<file path="config.mk">
export PLATFORM = sky130hd
export DESIGN_NAME = proc_bus_master
export DESIGN_NICKNAME = d
export VERILOG_FILES = /design/src/rtl/proc_bus_master.sv
export SDC_FILE = /design/constraint.sdc
export NUM_CORES = 1
export LEC_CHECK = 0
export ABC_AREA = 0
export ABC_CLOCK_PERIOD_IN_PS = 4450
export CAP_MARGIN = 20
export CORE_UTILIZATION = 50
export CTS_CLUSTER_DIAMETER = 30
export DETAILED_ROUTE_END_ITERATION = 8
export GPL_TIMING_DRIVEN = 0
export PLACE_DENSITY = 0.88
export SLEW_MARGIN = 30
export SYNTH_ARGS = -nofsm -noshare
export SYNTH_HDL_FRONTEND = slang
export SYNTH_SLANG_ARGS = --single-unit
</file>
<file path="constraint.sdc">
create_clock -name clk -period 4.45 [get_ports clk]
set_clock_uncertainty 0.05 [all_clocks]
set_input_delay 0.89 -clock clk [delete_from_list [all_inputs] [get_ports clk]]
set_output_delay 0.89 -clock clk [all_outputs]
set_load 0.02 [all_outputs]
</file>
<file path="src/rtl/proc_bus_master.sv">
`timescale 1ns/1ps
`default_nettype none
// ============================================================================
//  Module   : proc_bus_master
//  Purpose  : Processor-side master of the shared main bus. Accepts one
//             4-word burst request at a time from the core. For each burst it
//             runs one address cycle followed by four data cycles, then
//             returns read data or completion status. Requests to pages with
//             no memory slave are rejected locally, with no bus traffic.
//  Ports    : clk, resetN (async active-low)
//             req_*  : core request channel (valid/ready), 64-bit write data
//             resp_* : core response channel (valid/ready), error flag and
//                      64-bit read data
//             bus_*  : main-bus AddrValid, rw, AddrData out/oe/in
//  Revision : 1.0  initial release
// ============================================================================
module proc_bus_master #(
    parameter logic [15:0] PAGE_MAP = 16'h0004,
    parameter int          RD_DELAY = 1
) (
    input  logic        clk,
    input  logic        resetN,
    input  logic        req_valid,
    output logic        req_ready,
    input  logic        req_rw,
    input  logic [15:0] req_addr,
    input  logic [63:0] req_wdata,
    output logic        resp_valid,
    input  logic        resp_ready,
    output logic        resp_err,
    output logic [63:0] resp_rdata,
    output logic        bus_addrvalid,
    output logic        bus_rw,
    output logic [15:0] bus_ad_o,
    output logic        bus_ad_oe,
    input  logic [15:0] bus_ad_i
);

    typedef enum logic [2:0] {
        S_IDLE = 3'd0,
        S_ADDR = 3'd1,
        S_WAIT = 3'd2,
        S_DATA = 3'd3,
        S_RESP = 3'd4
    } state_t;

    state_t      r_state;
    logic        r_rw;
    logic [63:0] r_wsh;     // write words, shifted down one word per beat
    logic [47:0] r_rbuf;    // first three read words; the fourth comes straight off the bus
    logic [1:0]  r_beat;
    logic [1:0]  r_wcnt;    // remaining WAIT cycles minus one

    always_ff @(posedge clk or negedge resetN) begin
        if (!resetN) begin
            r_state       <= S_IDLE;
            r_rw          <= 1'b1;
            r_wsh         <= 64'h0;
            r_rbuf        <= 48'h0;
            r_beat        <= 2'd0;
            r_wcnt        <= 2'd0;
            req_ready     <= 1'b1;
            resp_valid    <= 1'b0;
            resp_err      <= 1'b0;
            resp_rdata    <= 64'h0;
            bus_addrvalid <= 1'b0;
            bus_rw        <= 1'b1;
            bus_ad_o      <= 16'h0;
            bus_ad_oe     <= 1'b0;
        end else begin
            case (r_state)
                S_IDLE: begin
                    // req_ready is high throughout IDLE, so req_valid alone is the handshake
                    if (req_valid) begin
                        r_rw      <= req_rw;
                        r_wsh     <= req_wdata;
                        req_ready <= 1'b0;
                        if (PAGE_MAP[req_addr[15:12]]) begin
                            r_state       <= S_ADDR;
                            bus_addrvalid <= 1'b1;
                            bus_rw        <= req_rw;
                            bus_ad_o      <= req_addr;
                            bus_ad_oe     <= 1'b1;
                        end else begin
                            r_state    <= S_RESP;
                            resp_valid <= 1'b1;
                            resp_err   <= 1'b1;
                            resp_rdata <= 64'h0;
                        end
                    end
                end

                S_ADDR: begin
                    bus_addrvalid <= 1'b0;
                    r_beat        <= 2'd0;
                    if (!r_rw) begin
                        r_state  <= S_DATA;
                        bus_ad_o <= r_wsh[15:0];
                        r_wsh    <= {16'h0, r_wsh[63:16]};
                    end else begin
                        // release AddrData before the slave may start driving it
                        bus_ad_oe <= 1'b0;
                        bus_ad_o  <= 16'h0;
                        if (RD_DELAY <= 1) begin
                            r_state <= S_DATA;
                        end else begin
                            r_state <= S_WAIT;
                            r_wcnt  <= 2'(RD_DELAY - 2);
                        end
                    end
                end

                S_WAIT: begin
                    if (r_wcnt == 2'd0) begin
                        r_state <= S_DATA;
                    end else begin
                        r_wcnt <= r_wcnt - 2'd1;
                    end
                end

                S_DATA: begin
                    r_beat <= r_beat + 2'd1;
                    if (r_rw) begin
                        r_rbuf <= {bus_ad_i, r_rbuf[47:16]};
                    end else begin
                        bus_ad_o <= r_wsh[15:0];
                        r_wsh    <= {16'h0, r_wsh[63:16]};
                    end
                    if (r_beat == 2'd3) begin
                        r_state    <= S_RESP;
                        resp_valid <= 1'b1;
                        resp_err   <= 1'b0;
                        resp_rdata <= r_rw ? {bus_ad_i, r_rbuf} : 64'h0;
                        bus_ad_oe  <= 1'b0;
                        bus_rw     <= 1'b1;
                        bus_ad_o   <= 16'h0;
                    end
                end

                S_RESP: begin
                    if (resp_ready) begin
                        r_state    <= S_IDLE;
                        resp_valid <= 1'b0;
                        resp_err   <= 1'b0;
                        resp_rdata <= 64'h0;
                        req_ready  <= 1'b1;
                    end
                end

                default: begin
                    r_state       <= S_IDLE;
                    req_ready     <= 1'b1;
                    resp_valid    <= 1'b0;
                    bus_addrvalid <= 1'b0;
                    bus_ad_oe     <= 1'b0;
                    bus_rw        <= 1'b1;
                end
            endcase
        end
    end

endmodule
`default_nettype wire

</file>
==> impl_metrics.json, run 1 <==
{
  "status": "finished clean",
  "diodes": 0,
  "layout_setup_ws_ns": 1.846,
  "slew_viol_final": 0,
  "period_share_pct": 58.51,
  "wl_met2_um": 12580,
  "core_area_um2": 17240,
  "dp_hpwl_um": 16530,
  "final_area_um2": 12340,
  "grt_pass1_vias": 7713,
  "multi_input_area_um2": 2942,
  "cpMaxStageDelayCell": "clkdlybuf4s50_1",
  "critPathLaunch": "req_ready$_DFFE_PN1P_",
  "die_width_um": 134.8,
  "fillCellCount": 1120,
  "switching_share_pct": 37.34,
  "yosysWarnings": 0,
  "place_area_um2": 11030,
  "numCtsBuffers": 38,
  "pwr_density_cell_nw_per_um2": 812.4,
  "wire_per_inst_um": 18.34,
  "reg2reg_from": "r_state[0]$_DFFE_PN0P_",
  "syn_nets": 989,
  "ys_top_cells_by_count": "dfrtp_1 (203), nand2_1 (201), inv_1 (111), mux2i_1 (64), nor2_1 (57)",
  "drc": 0,
  "gr-total-overflow": 0,
  "placementRows": 48,
  "syn_area_um2": 8822,
  "synth_top_area_share_pct": 57.58,
  "seqPwrFrac_pct": 31.9,
  "crit_cells": 1,
  "dieArea_um2": 18180,
  "seqCellArea_um2": 5159,
  "cp-end-kind": "primary output",
  "required_ns": 3.51,
  "synthTopCellsByArea": "dfrtp_1 (58%), nand2_1 (8.6%), mux2i_1 (7.3%)",
  "crit_path_max_incr_delay_ns": 0.61,
  "path_cells": "clkdlybuf4s50_1",
  "grt_pass1_wl_um": 39690,
  "top_layer": "met4",
  "viasPerCell": 5.438,
  "max_slew.worst_pin.slew_ns": 0.7274,
  "max_freq_mhz": 384.1,
  "cts_hold_buffers": 0,
  "yosysMostFrequentCell": "dfrtp_1",
  "cts_tree": "done",
  "utilization_pct": 71.62,
  "irDropWorstVdd_uv": 480.1,
  "die_h_um": 134.8,
  "cts.sinks": 206,
  "worstPathArrival_ns": 1.66,
  "crit_path_start_kind": "flip-flop",
  "finalSetupViolations": 0,
  "vias": 7444,
  "wirelength_met1_um": 9868,
  "synth_flop_cell": "dfrtp_1",
  "io_pins": 187,
  "grt_max_degree": 89,
  "cts-root-buf": "clkbuf_16",
  "switchingPower_mw": 3.745,
  "worstSetupPathType": "flip-flop to primary output",
  "maxSlewHeadroom_pct": 50.83,
  "synth-edff-count": 0,
  "hold-worst-slack_ns": 0.2389,
  "synth.distinct_cells": 42,
  "layout.nets": 1217,
  "async_reset_ff_share_pct": 100.0,
  "fin_crit_ns": 2.604,
  "post-place-ws_ns": 1.149,
  "antenna_left": 0,
  "yosys.area.top_type": "dfrtp_1",
  "clk_latency_ns": 0.50,
  "finalHoldViolations": 0,
  "clkPwrFrac_pct": 28.9,
  "maxCapViolCount": 0,
  "crit_buf_inv": 1,
  "syn_area_per_cell_um2": 9.957,
  "r2r_slack_ns": 2.19,
  "grt_setup_unrepaired": "false",
  "drt_iter0_drc": 692,
  "cp_max_fo": 3,
  "gp_congestion": 0.8707,
  "r2r_cells": 7,
  "dp.cells": 1299,
  "cts.clk_slew.worst_paths_ns": 0.05,
  "drive_gt1_share_pct": 12.15,
  "tns_ns": 0,
  "finalPower_mw": 10.03,
  "p_int_mw": 6.284,
  "postCtsSetupBuffers": 0,
  "p_comb_share_pct": 39.2,
  "htree_levels": 2,
  "port_buffers": 186,
  "synth_cells": 886,
  "drtPass1Iterations": 5,
  "r2r-end": "resp_rdata[23]$_DFFE_PN0P_",
  "ys_seq_area_share_pct": 58.47,
  "stdcell_count": 1369,
  "initial_core_util_pct": 51.18,
  "syn_to_final_growth_pct": 39.92,
  "antenna_found_initial": 0,
  "clockBufferDepth": 3,
  "crit_family": "buffers and inverters",
  "leakage_nw": 5.501,
  "met3WireLength_um": 1800,
  "synth-seq-cells": 206,
  "wirelength_um": 25110,
  "cts_resized": 0,
  "critPathCapture": "req_ready",
  "grt_usage_pct": 28.50,
  "hp-class": "primary input to asynchronous set/reset pin"
}
-- placed cells by master (no fill, tap or decap), drive strengths merged, types with 3 or more instances in the layout --
cell           Yosys  routed
nand2            201     201
o21ai             48      48
a31oi             48      48
clkbuf            14      64
a21oi              7       7
mux2              23      23
dfstp              3       3
inv              111     112
bufinv             0       4
clkinv             0      13
nor2b              3       3
mux2i             64      64
nor2              57      57
nand3             20      20
dfrtp            203     203
clkdlybuf4s50      0     185
a22o              17      17
buf               41      44
-- routing by layer --
metal  global-route usage [%]  up-vias
met5                        0        -
met3                    5.931       77
li1                         -     3338
met4                    11.86        0
met2                    48.74      355
met1                    35.20     3674
-- final cells by class --
type,instances,share of cell area [%]
buffer,55,2.524
clock buffer,50,8.727
clock inverter,20,1.906
inverter,111,3.375
multi-input combinational,514,23.83
sequential,206,41.79
tap,225,2.281
timing repair buffer,188,15.57
-- worst reg2reg max path, delay by kind of cell (launching register included) --
family                 cells  cell delay, ns
multiplexers               1            0.29
buffers and inverters      3            0.64
AO/OA/AOI/OAI              2            0.41
flip-flops                 1            0.41
AND/OR/NAND/NOR            1            0.34
-- state kept, by name, summed over array words and instances, names as in the netlist, 2 cells and up --
signal and cells:
r_wsh 64, r_rbuf 48, r_state 3, r_wcnt 2, r_beat 2, resp_rdata 64, bus_ad_o 16
-- kinds of logic after synthesis --
family | synth area share (%)
AO/OA/AOI/OAI | 9.275
XOR/XNOR | 0.1986
adder cells (fa/ha/maj) | 0.2836
buffers and inverters | 8.254
flip-flops | 58.47
multiplexers | 10.20
AND/OR/NAND/NOR | 13.32
-- how the worst min path moves through the flow --
stage,to,slack [ns]
2_1_floorplan,r_wsh[48]$_DFFE_PN0P_,0.39
6_report,resp_rdata[14]$_DFFE_PN0P_,0.24
3_5_place_dp,r_wsh[62]$_DFFE_PN0P_,0.41
5_1_grt,resp_rdata[7]$_DFFE_PN0P_,0.27
4_1_cts,r_rbuf[16]$_DFFE_PN0P_,0.24
3_3_place_gp,r_wsh[55]$_DFFE_PN0P_,0.40
-- power groups by stage --
stage / logic (mW) / registers [mW] / clock network, mW
floorplan: 2.12 / 3.39 / 0
global placement: 3.66 / 3.14 / 0
detailed placement: 3.81 / 3.16 / 0
CTS: 3.92 / 3.18 / 2.92
global route: 4.26 / 3.27 / 3.01
finish: 3.93 / 3.20 / 2.90
No activity file was read; power rests on OpenSTA's default activity.
==> run 2, diff against run 1 <==
--- a/config.mk
+++ b/config.mk
@@ -6,13 +6,13 @@
 export NUM_CORES = 1
 export LEC_CHECK = 0
 export ABC_AREA = 0
-export ABC_CLOCK_PERIOD_IN_PS = 4450
+export ABC_CLOCK_PERIOD_IN_PS = 2200
 export CAP_MARGIN = 20
-export CORE_UTILIZATION = 50
+export CORE_UTILIZATION = 46
 export CTS_CLUSTER_DIAMETER = 30
 export DETAILED_ROUTE_END_ITERATION = 8
 export GPL_TIMING_DRIVEN = 0
-export PLACE_DENSITY = 0.88
+export PLACE_DENSITY = 0.85
 export SLEW_MARGIN = 30
 export SYNTH_ARGS = -nofsm -noshare
 export SYNTH_HDL_FRONTEND = slang
==> constraint.sdc (replaced) <==
create_clock -name clk -period 2.2 [get_ports clk]
set_clock_uncertainty 0.05 [all_clocks]
set_input_delay 0.44 -clock clk [delete_from_list [all_inputs] [get_ports clk]]
set_output_delay 0.44 -clock clk [all_outputs]
set_load 0.02 [all_outputs]
==> run 2 against run 1 <==
Critical path depth unchanged. Cell count increased by 0.73%. Critical path type unchanged. Design area increased by 0.43%. Worst hold slack improved by 0.076 ns. Wire length decreased by 3.2%. Clock power increased by 110%. Sequential cell count unchanged. Total power increased by 100%. Utilization decreased by 5.6 points. Non-clock buffer count unchanged.
==> impl_metrics.json, run 2 (synthesized netlist as in run 1, its figures left out) <==
{
  "gr-total-overflow": 0,
  "hold-worst-slack_ns": 0.3152,
  "cp_max_fo": 3,
  "drc": 0,
  "layout.nets": 1218,
  "grt_usage_pct": 25.37,
  "postCtsSetupBuffers": 0,
  "dieArea_um2": 19740,
  "leakage_nw": 5.508,
  "port_buffers": 186,
  "period_share_pct": 97.02,
  "pwr_density_cell_nw_per_um2": 1633,
  "final_common_cell": "dfrtp_1",
  "dp_hpwl_um": 16680,
  "cts_tree": "done",
  "max_freq_mhz": 468.5,
  "crit_family": "buffers and inverters",
  "finalSetupViolations": 0,
  "crit_path_start_kind": "flip-flop",
  "worstSetupPathType": "flip-flop to primary output",
  "max_slew.worst_pin.slew_ns": 0.8513,
  "gp_congestion": 0.8668,
  "cp-end-kind": "primary output",
  "status": "finished clean",
  "numCtsBuffers": 39,
  "htree_levels": 2,
  "placementRows": 50,
  "crit_path_max_incr_delay_ns": 0.60,
  "layout_common_cells": "dfrtp_1 (203), nand2_1 (201), clkdlybuf4s50_1 (185)",
  "maxCapViolCount": 0,
  "vias": 7315,
  "clockBufferDepth": 3,
  "diodes": 0,
  "die_width_um": 140.5,
  "syn_to_final_growth_pct": 40.52,
  "cts.sinks": 206,
  "antenna_found_initial": 0,
  "initial_core_util_pct": 47.01,
  "clk_latency_ns": 0.52,
  "die_h_um": 140.5,
  "required_ns": 1.71,
  "worstPathArrival_ns": 1.64,
  "grt_pass1_wl_um": 38950,
  "top_regs": "r_wsh: 64 flops, resp_rdata: 64 flops, r_rbuf: 48 flops",
  "crit_buf_inv": 1,
  "grt_max_degree": 90,
  "tns_ns": 0,
  "slew_viol_final": 0,
  "cpMaxStageDelayCell": "clkdlybuf4s50_1",
  "fillCellCount": 1368,
  "cts.clk_slew.worst_paths_ns": 0.06,
  "hp-class": "primary input to asynchronous set/reset pin",
  "io_pins": 187,
  "drive_gt1_share_pct": 12.93,
  "wire_per_inst_um": 17.62,
  "maxSlewHeadroom_pct": 42.45,
  "cts-root-buf": "clkbuf_16",
  "drt_iter0_drc": 415,
  "drtPass1Iterations": 7,
  "viasPerCell": 5.305,
  "fin_crit_ns": 2.134,
  "core_area_um2": 18770,
  "grt_pass1_vias": 7504,
  "finalHoldViolations": 0,
  "wirelength_um": 24300,
  "antenna_left": 0,
  "path_cells": "clkdlybuf4s50_1",
  "irDropWorstVdd_uv": 1016
}
## run 2: changes by cell type in the layout (fill, tap and decap cells not counted), moves of 2 or more
cell	previous run	this run
nor2_2	0	2
clkbuf_1	19	13
clkinvlp_4	2	5
inv_8	0	2
clkinv_2	10	5
clkbuf_8	6	3
clkinv_4	1	5
inv_6	1	7
nor2_1	57	55
## run 2: final timing paths
kind / slack (ns) / start / cells after the start / to
setup / recovery: 0.07 / req_ready$_DFFE_PN1P_ / 1 / req_ready
hold / removal: 0.32 / resetN / 2 / r_rbuf[17]$_DFFE_PN0P_
setup reg to reg: 0.11 / r_beat[0]$_DFFE_PN0N_ / 6 / bus_ad_o[8]$_DFFE_PN0P_
hold reg to reg: 0.41 / r_wsh[58]$_DFFE_PN0P_ / 2 / r_wsh[58]$_DFFE_PN0P_
max in group asynchronous: 1.03 / resetN / 3 / req_ready$_DFFE_PN1P_
min in group clk: 0.41 / r_wsh[58]$_DFFE_PN0P_ / 2 / r_wsh[58]$_DFFE_PN0P_
## run 2: power breakdown
part | internal [mW] | switching (mW)
Clock | 3.84 | 2.13
Sequential | 5.44 | 0.978
Combinational | 3.35 | 4.50
## run 2: per-layer routing
layer | share of wire (%) | vias to the layer above | wire length [um] | global-route usage [%]
met4 | 2.8 | 0 | 670 | 8.924
met2 | 48 | 319 | 11760 | 42.13
met1 | 41 | 3603 | 10080 | 32.42
met5 | 0 | - | 0 | 0
met3 | 7.4 | 60 | 1789 | 6.256
li1 | - | 3333 | - | -
## run 2: stage by stage
stage	total power [mW]	cell area (um^2)	setup slack, ns	utilization (%)	cells
finish	20.24	12400	0.06563	66.05	1379
global route	21.33	12400	-0.01154	66.05	1379
CTS	20.27	12390	0.04264	66.04	1380
detailed placement	14.09	11040	-0.7119	58.81	1308
global placement	13.78	10980	-7.748	58.49	1306
floorplan	11.15	8822	0.4248	-	886
## run 2: repair_timing
action | 4_1_cts | 5_1_grt
hold buffers | 1 | 0
endpoints found under the setup margin | 16 | 57
hold endpoints to repair | 31 | 0
gates resized for setup | 2 | 3
pin swaps | 0 | 0
## run 2: layout make-up
type | count | area (um^2) | share of cell area [%]
Timing Repair Buffer | 189 | 1932 | 15.58
Buffer | 54 | 311.5 | 2.513
Tap cell | 234 | 292.8 | 2.362
Clock inverter | 28 | 296.5 | 2.392
Multi-Input combinational cell | 514 | 2947 | 23.77
Clock buffer | 43 | 1042 | 8.407
Sequential cell | 206 | 5159 | 41.61
Inverter | 111 | 416.7 | 3.361
==> run 3, diff against run 2 <==
--- a/config.mk
+++ b/config.mk
@@ -9,7 +9,7 @@
 export ABC_CLOCK_PERIOD_IN_PS = 2200
 export CAP_MARGIN = 20
 export CORE_UTILIZATION = 46
-export CTS_CLUSTER_DIAMETER = 30
+export CTS_CLUSTER_DIAMETER = 150
 export DETAILED_ROUTE_END_ITERATION = 8
 export GPL_TIMING_DRIVEN = 0
 export PLACE_DENSITY = 0.85
==> run 3 against run 2 <==
Die area unchanged. Combinational power is 0.9% lower. Setup slack better by 0.013 ns. Cell count decreased by 2.2%. Critical path depth is the same. Register-to-register slack barely moved. First-iteration DRC count grew 3.6%. Sequential power about the same. Sequential cell count unchanged. Clock power is 38% lower. Critical path type unchanged. Largest power group unchanged.
==> impl_metrics.json, run 3 (synthesized netlist as in run 1, its figures left out) <==
{
  "status": "finished clean",
  "crit_family": "buffers and inverters",
  "maxCapViolCount": 0,
  "finalPower_mw": 17.86,
  "antenna_found_initial": 1,
  "die_h_um": 140.5,
  "final_area_um2": 11800,
  "layout_common_cells": "dfrtp_1 (203), nand2_1 (201), clkdlybuf4s50_1 (185)",
  "clockBufferDepth": 3,
  "dp_hpwl_um": 16680,
  "cp_max_fo": 3,
  "io_pins": 187,
  "wirelength_um": 22930,
  "r2r_slack_ns": 0.10,
  "grt_usage_pct": 23.79,
  "grt_setup_unrepaired": "false",
  "max_slew.worst_pin.slew_ns": 0.7643,
  "layout_setup_ws_ns": 0.07824,
  "clk_latency_ns": 0.49,
  "crit_path_start_kind": "flip-flop",
  "grt_pass1_wl_um": 37070,
  "drive_gt1_share_pct": 10.33,
  "drt_iter0_drc": 430,
  "fin_crit_ns": 2.122,
  "drc": 0,
  "grt_max_degree": 90,
  "die_width_um": 140.5,
  "htree_levels": 1,
  "maxSlewHeadroom_pct": 48.33,
  "cts.clk_slew.worst_paths_ns": 0.06,
  "vias": 7096,
  "core_area_um2": 18770,
  "port_buffers": 186,
  "required_ns": 1.71,
  "tns_ns": 0,
  "finalHoldViolations": 0,
  "final_common_cell": "dfrtp_1",
  "initial_core_util_pct": 47.01,
  "top_regs": "r_wsh: 64 flops, resp_rdata: 64 flops, r_rbuf: 48 flops",
  "pwr_density_cell_nw_per_um2": 1514,
  "dieArea_um2": 19740,
  "crit_buf_inv": 1,
  "crit_path_max_incr_delay_ns": 0.60,
  "hp-class": "primary input to asynchronous set/reset pin",
  "viasPerCell": 5.264,
  "cts_tree": "done",
  "gp_congestion": 0.8668,
  "gr-total-overflow": 0,
  "path_cells": "clkdlybuf4s50_1",
  "cts-root-buf": "clkbuf_16",
  "irDropWorstVdd_uv": 911.2,
  "worstSetupPathType": "flip-flop to primary output",
  "cts.sinks": 206,
  "fillCellCount": 1451,
  "antenna_left": 0,
  "postCtsSetupBuffers": 0,
  "numCtsBuffers": 22,
  "finalSetupViolations": 0,
  "cpMaxStageDelayCell": "clkdlybuf4s50_1",
  "drtPass1Iterations": 6,
  "wire_per_inst_um": 17.01,
  "layout.nets": 1202,
  "grt_pass1_vias": 7161,
  "worstPathArrival_ns": 1.63,
  "slew_viol_final": 0,
  "syn_to_final_growth_pct": 33.77,
  "leakage_nw": 5.231,
  "place_area_um2": 11040,
  "period_share_pct": 96.44,
  "post-place-ws_ns": -0.7119,
  "placementRows": 50,
  "max_freq_mhz": 471.3,
  "cp-end-kind": "primary output"
}
[run 3: area by class of cell]
cell class | instances | area, um^2 | area share, %
repair buffers | 189 | 1932 | 16.37
multi-input cells | 514 | 2947 | 24.97
plain buffers | 55 | 321.6 | 2.725
diodes | 1 | 2.502 | 0.02120
clock buffers | 32 | 669.4 | 5.672
flip-flops and latches | 206 | 5159 | 43.71
well taps | 234 | 292.8 | 2.481
inverters | 111 | 416.7 | 3.531
clock inverters | 6 | 61.31 | 0.5195
[run 3: routing by layer]
| metal | track usage (%) | routed length, um | vias to the layer above | share of wire (%) |
|---|---|---|---|---|
| li1 | - | - | 3294 | - |
| met1 | 31.70 | 9620 | 3475 | 42 |
| met2 | 39.82 | 11100 | 284 | 48 |
| met3 | 4.034 | 1647 | 43 | 7.2 |
| met4 | 7.551 | 564 | 0 | 2.5 |
| met5 | 0 | 0 | - | 0 |
[run 3: final timing paths]
kind / end / cells after the start / start
max: req_ready / 1 / req_ready$_DFFE_PN1P_
min: resp_rdata[11]$_DFFE_PN0P_ / 2 / resetN
max reg2reg: bus_ad_o[13]$_DFFE_PN0P_ / 6 / r_beat[0]$_DFFE_PN0N_
min reg2reg: r_wsh[57]$_DFFE_PN0P_ / 2 / r_wsh[57]$_DFFE_PN0P_
max in group asynchronous: req_ready$_DFFE_PN1P_ / 3 / resetN
min in group clk: r_wsh[57]$_DFFE_PN0P_ / 2 / r_wsh[57]$_DFFE_PN0P_
[run 3: timing repair]
action / 4_1_cts / 5_1_grt
hold buffers: 1 / 0
gates resized for setup: 2 / 9
pin swaps: 0 / 0
hold endpoints to repair: 31 / 0
setup endpoints to repair: 16 / 71
[run 3: through the flow]
stage                     utilization, %  std cells  hold slack [ns]
after detailed placement           58.81       1308           0.2738
final                              62.88       1348           0.3474
after CTS                          62.80       1347           0.3425
after global placement             58.49       1306           0.4008
after global routing               62.88       1348           0.3714
after floorplan                        -        886          0.09441
[run 3: where the power goes]
| group | internal [mW] | switching [mW] |
|---|---|---|
| Sequential | 5.43 | 0.954 |
| Combinational | 3.37 | 4.42 |
| Clock | 2.22 | 1.47 |
| Total | 11.0 | 6.84 |
